<file path="config.mk">
export PLATFORM = sky130hd
export DESIGN_NAME = mem_port_arbiter
export DESIGN_NICKNAME = d
export VERILOG_FILES = /design/src/rtl/mem_port_arbiter.sv
export SDC_FILE = /design/constraint.sdc
export NUM_CORES = 1
export LEC_CHECK = 0
export ABC_CLOCK_PERIOD_IN_PS = 3500
export CAP_MARGIN = 25
export CORE_UTILIZATION = 38
export CTS_CLUSTER_DIAMETER = 40
export DETAILED_ROUTE_END_ITERATION = 8
export PLACE_DENSITY = 0.81
export SYNTH_ARGS = -nofsm -noshare
export SYNTH_HDL_FRONTEND = slang
export SYNTH_SLANG_ARGS = --single-unit
export TNS_END_PERCENT = 10
</file>
<file path="constraint.sdc">
create_clock -name clk -period 3.5 [get_ports clk]
set_clock_uncertainty 0.2 [all_clocks]
set_input_delay 0.7 -clock clk [delete_from_list [all_inputs] [get_ports clk]]
set_output_delay 0.7 -clock clk [all_outputs]
set_load 0.01 [all_outputs]
</file>
<file path="src/rtl/mem_port_arbiter.sv">
// Shares the single memory bus port between instruction fetch and data access,
// serving each requester at most once per pipeline step, with a response watchdog.
module mem_port_arbiter #(
    parameter int unsigned TIMEOUT_CYC = 255
) (
    input  logic        clk,
    input  logic        rst,
    input  logic        if_req,
    input  logic [31:0] if_addr,
    input  logic        mem_req,
    input  logic [3:0]  mem_web,
    input  logic [31:0] mem_addr,
    input  logic [31:0] mem_wdata,
    output logic        bus_req,
    output logic [31:0] bus_addr,
    output logic [3:0]  bus_web,
    output logic [31:0] bus_wdata,
    input  logic        bus_gnt,
    input  logic        bus_rvalid,
    input  logic [31:0] bus_rdata,
    output logic [31:0] if_rdata,
    output logic [31:0] mem_rdata,
    output logic        IF_DONE,
    output logic        MEM_DONE,
    output logic        bus_err
);

    typedef enum logic [2:0] {
        IDLE,
        REQ_MEM,
        REQ_IF,
        RSP_MEM,
        RSP_IF
    } state_t;

    localparam logic [15:0] WDOG_LAST = 16'(TIMEOUT_CYC - 1);

    state_t      state_q, state_d;
    logic        if_done_q, if_done_d;
    logic        mem_done_q, mem_done_d;
    logic [31:0] if_rdata_q, if_rdata_d;
    logic [31:0] mem_rdata_q, mem_rdata_d;
    logic        bus_err_q, bus_err_d;
    logic [15:0] wdog_q, wdog_d;
    logic        advance;

    assign IF_DONE   = if_done_q | ~if_req;
    assign MEM_DONE  = mem_done_q | ~mem_req;
    assign advance   = IF_DONE & MEM_DONE;
    assign if_rdata  = if_rdata_q;
    assign mem_rdata = mem_rdata_q;
    assign bus_err   = bus_err_q;

    always_ff @(posedge clk or posedge rst) begin
        if (rst) begin
            state_q     <= IDLE;
            if_done_q   <= 1'b0;
            mem_done_q  <= 1'b0;
            if_rdata_q  <= 32'd0;
            mem_rdata_q <= 32'd0;
            bus_err_q   <= 1'b0;
            wdog_q      <= 16'd0;
        end else begin
            state_q     <= state_d;
            if_done_q   <= if_done_d;
            mem_done_q  <= mem_done_d;
            if_rdata_q  <= if_rdata_d;
            mem_rdata_q <= mem_rdata_d;
            bus_err_q   <= bus_err_d;
            wdog_q      <= wdog_d;
        end
    end

    // A response whose requester has already dropped its req is completed but discarded.
    always_comb begin
        state_d     = state_q;
        if_done_d   = if_done_q;
        mem_done_d  = mem_done_q;
        if_rdata_d  = if_rdata_q;
        mem_rdata_d = mem_rdata_q;
        bus_err_d   = bus_err_q;
        wdog_d      = wdog_q;
        bus_req     = 1'b0;
        bus_addr    = 32'd0;
        bus_web     = 4'd0;
        bus_wdata   = 32'd0;

        if (advance) begin
            if_done_d  = 1'b0;
            mem_done_d = 1'b0;
        end

        case (state_q)
            IDLE: begin
                if (!advance && mem_req && !mem_done_q) begin
                    state_d = REQ_MEM;
                end else if (!advance && if_req && !if_done_q) begin
                    state_d = REQ_IF;
                end
            end
            REQ_MEM: begin
                bus_req   = 1'b1;
                bus_addr  = mem_addr;
                bus_web   = mem_web;
                bus_wdata = mem_wdata;
                if (bus_gnt) begin
                    state_d = RSP_MEM;
                    wdog_d  = 16'd0;
                end
            end
            REQ_IF: begin
                bus_req  = 1'b1;
                bus_addr = if_addr;
                if (bus_gnt) begin
                    state_d = RSP_IF;
                    wdog_d  = 16'd0;
                end
            end
            RSP_MEM: begin
                if (bus_rvalid) begin
                    state_d = IDLE;
                    if (mem_req) begin
                        mem_done_d = 1'b1;
                        if (mem_web == 4'd0) begin
                            mem_rdata_d = bus_rdata;
                        end
                    end
                end else if (wdog_q == WDOG_LAST) begin
                    state_d   = IDLE;
                    bus_err_d = 1'b1;
                    if (mem_req) begin
                        mem_done_d  = 1'b1;
                        mem_rdata_d = 32'd0;
                    end
                end else begin
                    wdog_d = wdog_q + 16'd1;
                end
            end
            RSP_IF: begin
                if (bus_rvalid) begin
                    state_d = IDLE;
                    if (if_req) begin
                        if_done_d  = 1'b1;
                        if_rdata_d = bus_rdata;
                    end
                end else if (wdog_q == WDOG_LAST) begin
                    state_d   = IDLE;
                    bus_err_d = 1'b1;
                    if (if_req) begin
                        if_done_d  = 1'b1;
                        if_rdata_d = 32'd0;
                    end
                end else begin
                    wdog_d = wdog_q + 16'd1;
                end
            end
            default: state_d = IDLE;
        endcase
    end

endmodule

</file>
==> Word-level counts from Yosys, hierarchy flattened <==
Cells that the tools add are included.
{ "op_classes": {"add_sub_neg": 1, "mul": 0, "n_div": 0, "n_lt_le_gt_ge": 0, "n_eq_ne": 17, "shifts": 0, "n_mux": 34, "n_bitwise": 6, "reduce_logical": 18} }
{ "ops": {"columns": ["op", "count"], "rows": [
  ["$mux W32", 10],
  ["$pmux W32 S2", 1],
  ["$mux W16", 3],
  ["$pmux W16 S2", 1],
  ["$mux W3", 6],
  ["$add A16 B1 Y16 const B", 1],
  ["$eq A16 B8 Y1 const B", 1],
  ["$ne A2 B2 Y1 const B", 8],
  ["$pmux W3 S4", 1],
  ["$reduce_and A4 Y1", 3],
  ["$mux W1", 11],
  ["$eq A3 B2 Y1 const B", 2],
  ["$reduce_and A5 Y1", 1],
  ["$logic_and A1 B1 Y1", 4],
  ["$logic_not A4 Y1", 1],
  ["$mux W4", 1],
  ["$ne A2 B1 Y1 const B", 2],
  ["$reduce_bool A2 Y1", 2],
  ["$reduce_or A2 Y1", 2],
  ["$eq A3 B1 Y1 const B", 1],
  ["$eq A3 B3 Y1 const B", 1],
  ["$logic_not A1 Y1", 3],
  ["$logic_not A3 Y1", 1],
  ["$ne A3 B1 Y1 const B", 1],
  ["5 further kinds", 8]
]} }
{ "totals": {"register_bits": 86, "latchBits": 0, "mem_bits_rw": 0, "rom_bits": 0, "input_bits": 138, "output_inout_bits": 136, "word_cells": 83, "n_memories": 0} }

==> Logic depth before layout (Yosys ltp) <==
{ "depth": {"depth_word": 9, "ltp_mapped": 8, "ltp_nobuf": 6} }

==> Worst setup path before layout <==
Ideal clock, no wire load.
{ "synth_timing": {"path_kind": "reg2out", "startpoint": "register state_q[0]", "endpoint": "output bus_addr[0]", "t_arrival_ns": 1.436, "required_ns": 2.600, "slack_ns": 1.164, "stages_incl_launch_ff": 5, "path_buffers": 2, "path_cell_list": "dfrtp_1 > buf_6 > nor3b_1 > clkbuf_1 > a22o_1"} }
{ "synth_via": {"elab_chain_cells": 2, "word_cells_on_any_way": 3} }
{ "synth_lines": {"columns": ["item", "line", "rtl"], "rows": [
  ["from (decl)", "38", "state_t state_q, state_d;"],
  ["from (signal assigned)", "64", "state_q <= state_d;"],
  ["$eq A3 B2 Y1 or $eq A3 B1 Y1 (tied branches)", "93", "case (state_q)"],
  ["$pmux W32 S2 *", "93", null],
  ["to (decl)", "15", "output logic [31:0] bus_addr,"]
]} }
Mark *: on every way between the ends. The rest lies on a longest branch, timed or not.

==> Worst setup path in the final report <==
{ "layout_timing": {"startpoint": "register state_q[1]", "endpoint": "output bus_addr[27]"} }
The elaborated chain is that of the path after synthesis.

==> reports/results.ini <==
[yosys]
synth_edf_count = 0
yosys_warnings = 0
async_flop_share = 1.00
synthesis.area_mm2 = 0.00461
synth_seq_cells = 86
syn_avg_cell_area_um2 = 10.8
ys_dominant_reg_cell = dfrtp_1
ys_types = 58
syn_inst = 427
ys_seq_area_frac = 0.467
synth_nets = 567

[finish]
antennaDiodeCount = 0
final_common_cell = clkdlybuf4s50_1
multi_input_area_mm2 = 0.00218
ff_latch_area_mm2 = 0.00215
nFillCells = 862
layout_common_cells = clkdlybuf4s50_1 (273), dfrtp_1 (86), a22o_1 (53)
fin_util = 0.665
syn2layout_area_growth_pct = 67.4
drive_above_1_share = 0.0902
fin_cells = 830
finalNetCount = 823

[floorplan]
dieArea_mm2 = 0.0126
core_area_mm2 = 0.0116
ios = 274
initial_core_util = 0.397
die_h_um = 112
rows = 39
die_x_um = 112

[placement]
portBuffers = 273
placed_cells = 815
place_hpwl_mm = 12.7
globalplace.congestion = 0.947

[sta]
fin_hold_ws_ns = 0.266
tightest_slew_ns = 0.724
slew_violations = 0
slew_headroom = 0.517
setup_viol = 0
fmax_mhz = 311
hold_viol_final = 0
period_minus_slack_ns = 3.22
fin_crit_sh = 0.920
fin_setup_tns_ns = 0
rsz0062_at_grt = no

[setup_path]
start_kind = flop
critPathCaptureType = output port
r2r_end = if_rdata[18]
path_cells = nor3b_2 > buf_4 > a22o_1 > clkdlybuf4s50_1
rrSetupSlack_ns = 0.78
crit_fanout = 33
path_depth = 4
cp.arrival_ns = 2.32
crit_type = reg -> out
crit_path_end = bus_addr[27]
reg2reg_from = wdog_q[0]
cp_slowest_cell = clkdlybuf4s50_1
required_ns = 2.60
ff2ff_path_depth = 6
slowest_delay_ns = 0.66
critical_path_buf_inv_count = 2
path_delay_family = buffers and inverters
startpoint = state_q[1]

[pwr]
peakVddDrop_mv = 0.478
p_leak_nw = 3.30
total_power_w = 0.00560
power_density_mw_per_mm2 = 726

[drt]
first_pass_iters = 7
vias_per_cell = 5.54
drtIter0Drc = 400
wl_mm = 17.1
ant_nets = 0
vias = 4596
drc = 12
wl_per_cell_um = 20.6

[global_routing]
track_usage = 0.270
grt_overflow = 0
antenna_found_initial = 0
grt_max_degree = 50
grt_pass1_vias = 4809
grt_first_pass_wirelength_mm = 26.3

[outcome]
outcome = finished, violations left
violations = design-rule violations

[clock_network]
cts_tree = done
clock_sinks = 86
cts_setup_buffers = 0
clk_pin_slew_ns = 0.06
clock_latency_ns = 0.33
cts-root-buf = clkbuf_16
cts_resized = 0
htreeDepth = 3
holdBufCountCts = 0
cts-buffers-inserted = 9
clock_path_buffers = 2

[worst_hold_path]
holdPathStages = 1
hold_class = reg -> reg

[run]
cap_violations = 0

logic make-up (layout without fill, tap and decap cells):
family          count (synthesis)  in the layout  synth area share
buf+inv                        63            323            0.0632
flops                          86             86             0.467
fa+ha+maj                       2              2           0.00542
simple gates                  140            140             0.188
compound gates                113            113             0.208
xor+xnor                        2              2           0.00380
mux                            21             21            0.0648
sequential cells by signal, indices dropped and copies added (netlist names):
register	count
if_rdata	32
mem_rdata	32
wdog_q	16
state_q	3
bus_err	1
if_done_q	1
mem_done_q	1
report_power, final:
part           leakage [nW]  total (W)  switching, W  internal [W]
Clock                 0.142   0.000945      0.000391      0.000554
Combinational          2.04    0.00307       0.00129       0.00177
Sequential             1.12    0.00159      0.000243       0.00135
Total                  3.30    0.00560       0.00193       0.00368
worst reg2reg max path: stages (launching register included):
cell and delay [ns]:
dfrtp_1 0.43, inv_1 0.12, ha_1 0.16, nor4b_2 0.24, and4_1 0.52, o21a_4 0.53, mux2_2 0.41
final cells by class:
type                       instances  share of cell area
timing repair buffer             283               0.365
clock inverter                     6             0.00891
inverter                          25              0.0123
clock buffer                       9              0.0292
tap                              143              0.0232
multi-input combinational        278               0.283
sequential                        86               0.279
worst min path at each step:
| stage | from | slack, ns | end |
|---|---|---|---|
| 6_report | bus_err | 0.27 | bus_err |
| 5_1_grt | bus_err | 0.29 | bus_err |
| 4_1_cts | bus_err | 0.27 | bus_err |
| 3_5_place_dp | bus_err | 0.25 | bus_err |
| 3_3_place_gp | bus_err | 0.24 | bus_err |
| 2_1_floorplan | if_done_q | 0.24 | if_done_q |
through the flow:
step	instance area, um2	setup WS, ns
after global placement	7430	0.589
final	7720	0.282
after CTS	7720	0.273
after detailed placement	7430	0.563
after floorplan	4610	0.378
after global routing	7720	0.196
per-layer routing:
layer | share of wire | vias up | global-route usage | routed length, um
met5 | 0 | - | 0 | 0
li1 | - | 2120 | - | -
met3 | 0.082 | 27 | 0.0745 | 1390
met4 | 0.021 | 0 | 0.0756 | 354
met1 | 0.40 | 2229 | 0.327 | 6780
met2 | 0.50 | 220 | 0.471 | 8540
Yosys cell counts (4+ instances only):
| cell type | number | share of area |
|---|---|---|
| clkbuf_1 | 22 | 0.018 |
| buf_2 | 7 | 0.0076 |
| a22o_1 | 53 | 0.10 |
| mux2_4 | 17 | 0.055 |
| dfrtp_1 | 86 | 0.47 |
| o21ai_0 | 16 | 0.017 |
| nand4_1 | 10 | 0.014 |
| o221ai_1 | 4 | 0.0076 |
| and2_1 | 21 | 0.028 |
| nand3_1 | 21 | 0.023 |
| and3_1 | 38 | 0.052 |
| a221o_1 | 4 | 0.0087 |
| a32o_1 | 12 | 0.026 |
| nor2_1 | 8 | 0.0065 |
| nor3_1 | 7 | 0.0076 |
| o211ai_1 | 4 | 0.0065 |
| nand2_1 | 6 | 0.0049 |
| inv_1 | 25 | 0.020 |
| buf_6 | 5 | 0.012 |
| and4_1 | 5 | 0.0095 |
| nand2b_1 | 4 | 0.0054 |
(Power assumes the default switching activity.)
